==> config.mk <==
export PLATFORM = sky130hd
export DESIGN_NAME = imem_loader
export DESIGN_NICKNAME = d
export VERILOG_FILES = /design/src/rtl/imem_loader.sv
export SDC_FILE = /design/constraint.sdc
export NUM_CORES = 1
export LEC_CHECK = 0
export CAP_MARGIN = 25
export CORE_UTILIZATION = 41
export DETAILED_ROUTE_END_ITERATION = 10
export PLACE_DENSITY = 0.72
export SYNTH_ARGS = -nofsm -noshare
export SYNTH_HDL_FRONTEND = slang
export SYNTH_SLANG_ARGS = --single-unit
==> constraint.sdc <==
create_clock -name CLK -period 2.1 [get_ports CLK]
set_input_delay 0.315 -clock CLK [delete_from_list [all_inputs] [get_ports CLK]]
set_output_delay 0.315 -clock CLK [all_outputs]
set_load 0.05 [all_outputs]
==> src/rtl/imem_loader.sv <==
// imem_loader: boot-time instruction-memory loader.
// Takes a valid/ready stream of machine-code words and writes them to the
// instruction RAM from address 0 upward. Every location above the program is
// then padded with FILL_WORD, and cpu_run is raised to release the CPU.
// Optional build macro IMEM_LOADER_CHECKSUM_EN adds a running sum of the
// accepted stream words on the checksum output.
module imem_loader #(
  parameter int                DEPTH     = 512,
  parameter int                ADDR_W    = 9,
  parameter int                DATA_W    = 32,
  parameter logic [DATA_W-1:0] FILL_WORD = 32'hFFFF_FFFF
) (
  input  logic              CLK,
  input  logic              RST_N,
  input  logic              start,
  input  logic              in_valid,
  input  logic [DATA_W-1:0] in_data,
  input  logic              in_last,
  output logic              in_ready,
  output logic              ram_we,
  output logic [ADDR_W-1:0] ram_addr,
  output logic [DATA_W-1:0] ram_wdata,
  output logic              busy,
  output logic              done,
  output logic              cpu_run,
  output logic              overflow_err,
`ifdef IMEM_LOADER_CHECKSUM_EN
  output logic [DATA_W-1:0] checksum,
`endif
  output logic [ADDR_W:0]   word_count
);

  typedef enum logic [1:0] {
    S_IDLE,
    S_LOAD,
    S_FILL,
    S_DONE
  } state_t;

  localparam logic [ADDR_W-1:0] LAST_ADDR = ADDR_W'(DEPTH - 1);

  state_t            state_q;
  state_t            state_d;
  logic [ADDR_W-1:0] ptr_q;
  logic              hs;
  logic              start_ok;
  logic              at_last;

  // Status outputs decode straight from the state register.
  assign in_ready = (state_q == S_LOAD);
  assign busy     = (state_q == S_LOAD) || (state_q == S_FILL);
  assign cpu_run  = (state_q == S_DONE);

  // A stream word is taken only while loading; start is honoured only at rest.
  assign hs       = in_valid & in_ready;
  assign start_ok = start & ((state_q == S_IDLE) || (state_q == S_DONE));
  assign at_last  = (ptr_q == LAST_ADDR);

  // State register.
  always_ff @(posedge CLK) begin
    // NOTE: sequential state uses non-blocking assignments so every register
    // samples the pre-edge values, independent of block ordering.
    if (!RST_N) begin
      state_q <= S_IDLE;
    end else begin
      state_q <= state_d;
    end
  end

  // Next-state decode: the top address ends the load directly, in_last below it
  // diverts to padding, and padding ends once the top address has been issued.
  always_comb begin
    // NOTE: default first so every path assigns state_d and no latch is inferred.
    state_d = state_q;
    unique case (state_q)
      S_IDLE: if (start) state_d = S_LOAD;
      S_LOAD: begin
        if (hs) begin
          if (at_last)      state_d = S_DONE;
          else if (in_last) state_d = S_FILL;
        end
      end
      S_FILL: if (at_last) state_d = S_DONE;
      S_DONE: if (start) state_d = S_LOAD;
      default: state_d = S_IDLE;
    endcase
  end

  // Write port, pointer, counters and status flags; all writes are registered,
  // so a write appears on the RAM port one cycle after it is decided.
  always_ff @(posedge CLK) begin
    if (!RST_N) begin
      ptr_q        <= '0;
      ram_we       <= 1'b0;
      ram_addr     <= '0;
      ram_wdata    <= '0;
      word_count   <= '0;
      overflow_err <= 1'b0;
      done         <= 1'b0;
`ifdef IMEM_LOADER_CHECKSUM_EN
      checksum     <= '0;
`endif
    end else begin
      ram_we <= 1'b0;
      done   <= (state_d == S_DONE) && (state_q != S_DONE);

      if (start_ok) begin
        ptr_q        <= '0;
        word_count   <= '0;
        overflow_err <= 1'b0;
`ifdef IMEM_LOADER_CHECKSUM_EN
        checksum     <= '0;
`endif
      end

      if (hs) begin
        ram_we     <= 1'b1;
        ram_addr   <= ptr_q;
        ram_wdata  <= in_data;
        word_count <= word_count + 1'b1;
`ifdef IMEM_LOADER_CHECKSUM_EN
        checksum   <= checksum + in_data;
`endif
        // The pointer parks at the top address instead of wrapping.
        if (!at_last)     ptr_q        <= ptr_q + 1'b1;
        else if (!in_last) overflow_err <= 1'b1;
      end

      if (state_q == S_FILL) begin
        ram_we    <= 1'b1;
        ram_addr  <= ptr_q;
        ram_wdata <= FILL_WORD;
        if (!at_last) ptr_q <= ptr_q + 1'b1;
      end
    end
  end

endmodule

==> flow_summary_export.csv <==
group,metric,value,unit
critical_path,worstSetupStartpointType,"flop",
route,viasPerCell,5.38,
route,antenna_left,0,
cts,cts_tree,"yes",
placement,pre_cts_ws,-33.6,ps
placement,hpwl,5.19,mm
timing,whs,452,ps
global_route,overflow,0,
final_layout,fillers,570,
placement,portBuffers,93,
yosys,synth_cells,339,
global_route,gr-usage-all-layers,0.213,
pwr,switching_share,0.364,
yosys,synth_ff_type,"dfxtp_1",
pwr,intPower,2.29,mW
pwr,leakage,1.46,nW
pwr,p_switching,1.31,mW
timing,tightestPinTransition,541,ps
global_route,grt_pass1_vias,2526,
pwr,p_per_area,864,mW/mm^2
timing,tns,0,ps
cts,hold_buffers,0,
final_layout,drive_above_1_share,0.121,
timing,hold_viol_final,0,
pwr,peakVddDrop,0.443,mV
timing,rsz0062_at_grt,"true",
timing,fmax,486,MHz
yosys,yosys_warnings,0,
cts,clock_latency,330,ps
timing,slew_headroom,0.638,
run,drv_cap,0,
route,wirelength,7.56,mm
route,drtIter0Drc,171,
global_route,antenna_found_initial,0,
yosys,netlist_area,0.00282,sq mm
route,met3WireLength,250,um
pwr,pwr-share-comb,0.344,
critical_path,arrival,2300,ps
yosys,ys_ff_latch,65,
route,routedWlPerCell,14.4,um
floorplanning,core,0.00649,sq mm
timing,finClkSkew,9.37,ps
worst_hold_path,min_path_type,"reg2reg",
worst_hold_path,hold_start,"ram_addr[1]",
timing,setup_viol,0,
yosys,syn_area_per_cell,8.33,sq um
yosys,synthesis.nets,384,
final_layout,diodes,0,
pwr,power,3.60,mW
final_layout,area_delta_synth_final,47.6,%
outcome,violations,"DRC",
critical_path,worst-setup-path-type,"reg2reg",
global_route,grt_pass1_wl,12.3,mm
global_route,grt_max_degree,35,
pwr,pwr-share-seq,0.389,
yosys,synthArstFlopShare,0,
cts,cts_buffer_depth,2,
final_layout,nNetsFinal,487,
route,highest_layer,"met4",
timing,slew_violations,0,
route,wl_met1,3.66,mm
route,vias,2818,
critical_path,rr_startpoint,"ptr_q[0]",
floorplanning,die_h,85.0,um
yosys,synth_edf_count,0,
final_layout,final_util,0.641,
yosys,synth_cell_types,44,
placement,gp_congestion,0.870,
route,wl_met2,3.55,mm
floorplanning,num_rows,29,
pwr,power.share.clock,0.267,
cts,cts-htree-levels,3,
cts,cts-root-buf,"clkbuf_8",
floorplanning,dieArea,0.00722,sq mm
route,drc,4,
critical_path,worstSetupStartpoint,"ptr_q[0]",
timing,finalCritPeriodShare,0.979,
cts,cts_made_buffers,9,
timing,setup_ws,43.6,ps
critical_path,cp_max_fo,6,
cts,path_clk_slew,70,ps
floorplanning,pin_count,94,
yosys,synth.yosys.seq_area_share,0.461,
route,first_pass_iters,8,
floorplanning,die_w,85.0,um
critical_path,required,2350,ps
critical_path,critPathCaptureType,"flop",
cts,cts_num_sinks,65,
timing,layout_min_cycle_time,2060,ps
floorplanning,initial_core_util,0.435,
outcome,status,"finished with violations",
critical path, cell delays in order, from the launching register on:
cell and delay (ps):
dfxtp_1 320, ha_2 200, nand3_2 90, nor3_2 60, ha_2 190, buf_4 150, buf_4 130, or3b_1 350
or4_1 410, o221ai_1 80
synthesized netlist by cell type, types with 2 or more instances:
cell | instances | area (sq um)
nor3_1 | 4 | 20.0
or3b_1 | 3 | 26.3
nand2_1 | 92 | 345
clkbuf_1 | 14 | 52.6
nand3_1 | 9 | 45.0
dfxtp_1 | 65 | 1300
o221ai_1 | 4 | 35.0
nand4_1 | 4 | 25.0
a311oi_1 | 2 | 17.5
o2111ai_1 | 2 | 17.5
or3_1 | 6 | 37.5
a31oi_1 | 33 | 206
nand3b_1 | 3 | 22.5
nor2b_1 | 2 | 12.5
a311o_1 | 3 | 30.0
nor2_1 | 5 | 18.8
inv_1 | 11 | 41.3
or4_1 | 2 | 15.0
buf_4 | 3 | 22.5
o21ai_0 | 3 | 15.0
and3_1 | 2 | 12.5
nor4_1 | 3 | 18.8
o211ai_1 | 7 | 52.6
buf_2 | 8 | 40.0
mux2i_1 | 4 | 40.0
a21oi_1 | 19 | 95.1
ha_1 | 8 | 100
o21ai_1 | 2 | 10.0
metal layers:
| layer | track usage | vias up |
|---|---|---|
| met5 | 0 | - |
| met4 | 0.0878 | 0 |
| met3 | 0.0331 | 7 |
| met2 | 0.326 | 63 |
| met1 | 0.301 | 1333 |
| li1 | - | 1415 |
registers in the layout, indices dropped and copies added, names as in the netlist:
register / flops
ram_addr: 9
state_q: 2
word_count: 10
overflow_err: 1
ptr_q: 9
done: 1
ram_wdata: 32
ram_we: 1
power by group through the flow:
stage	Sequential [mW]	Combinational [mW]	Clock [mW]
after global routing	1.41	1.32	1.05
after detailed placement	1.42	1.24	0
after global placement	1.42	1.23	0
after CTS	1.40	1.24	0.984
final	1.40	1.24	0.960
after floorplan	1.74	0.443	0
stage by stage:
step	instance area, sq um	std cells
after floorplan	2820	339
after global placement	3940	504
after detailed placement	3940	504
after CTS	4120	520
after global routing	4170	524
final	4170	524
worst paths after layout:
path / to / cells past startpoint / slack [ps]
max reg2reg: ptr_q[7] / 9 / 40
min: ram_addr[1] / 2 / 450
min reg2reg: ram_addr[1] / 2 / 450
max: ptr_q[7] / 9 / 40
cell families (layout without fill, tap and decap cells):
kind of cell	count (synthesis)	in the layout	share of synthesized area
mux	4	4	0.0142
fa+ha+maj	8	8	0.0355
xor+xnor	1	1	0.00310
simple gates	137	137	0.217
compound gates	86	86	0.209
buf+inv	38	146	0.0607
flops	65	65	0.461
layout by cell type, fill, tap and decap left out, drive strengths merged, types with 2 or more instances in the layout:
| cell type | n |
|---|---|
| buf | 28 |
| a21oi | 20 |
| clkinvlp | 2 |
| clkinv | 3 |
| nand3b | 3 |
| o21ai | 5 |
| nor4 | 3 |
| dfxtp | 65 |
| a311o | 3 |
| clkbuf | 11 |
| mux2i | 4 |
| nand3 | 9 |
| ha | 8 |
| nor2 | 5 |
| a311oi | 2 |
| clkdlybuf4s50 | 90 |
| or3 | 6 |
| and3 | 2 |
| nor3 | 4 |
| o221ai | 4 |
| o2111ai | 2 |
| or4 | 2 |
| or3b | 3 |
| o211ai | 8 |
| a31oi | 33 |
| nand4 | 4 |
| inv | 12 |
| nand2 | 92 |
| nor2b | 2 |
repair_timing:
item / in CTS / in global routing
gates cloned: 0 / 0
pin swaps: 0 / 1
setup endpoints to repair: 3 / 6
buffers inserted: 0 / 4
resized for setup: 1 / 6
final cells by class:
class | count | area, sq um | share of cell area
clock buffers | 11 | 151 | 0.0363
clock inverters | 5 | 30.0 | 0.00721
inverters | 12 | 45.0 | 0.0108
multi-input cells | 236 | 1370 | 0.328
flip-flops and latches | 65 | 1300 | 0.312
well taps | 77 | 96.3 | 0.0231
repair buffers | 118 | 1170 | 0.282
Note: power is estimated with default switching activity, not from simulation.
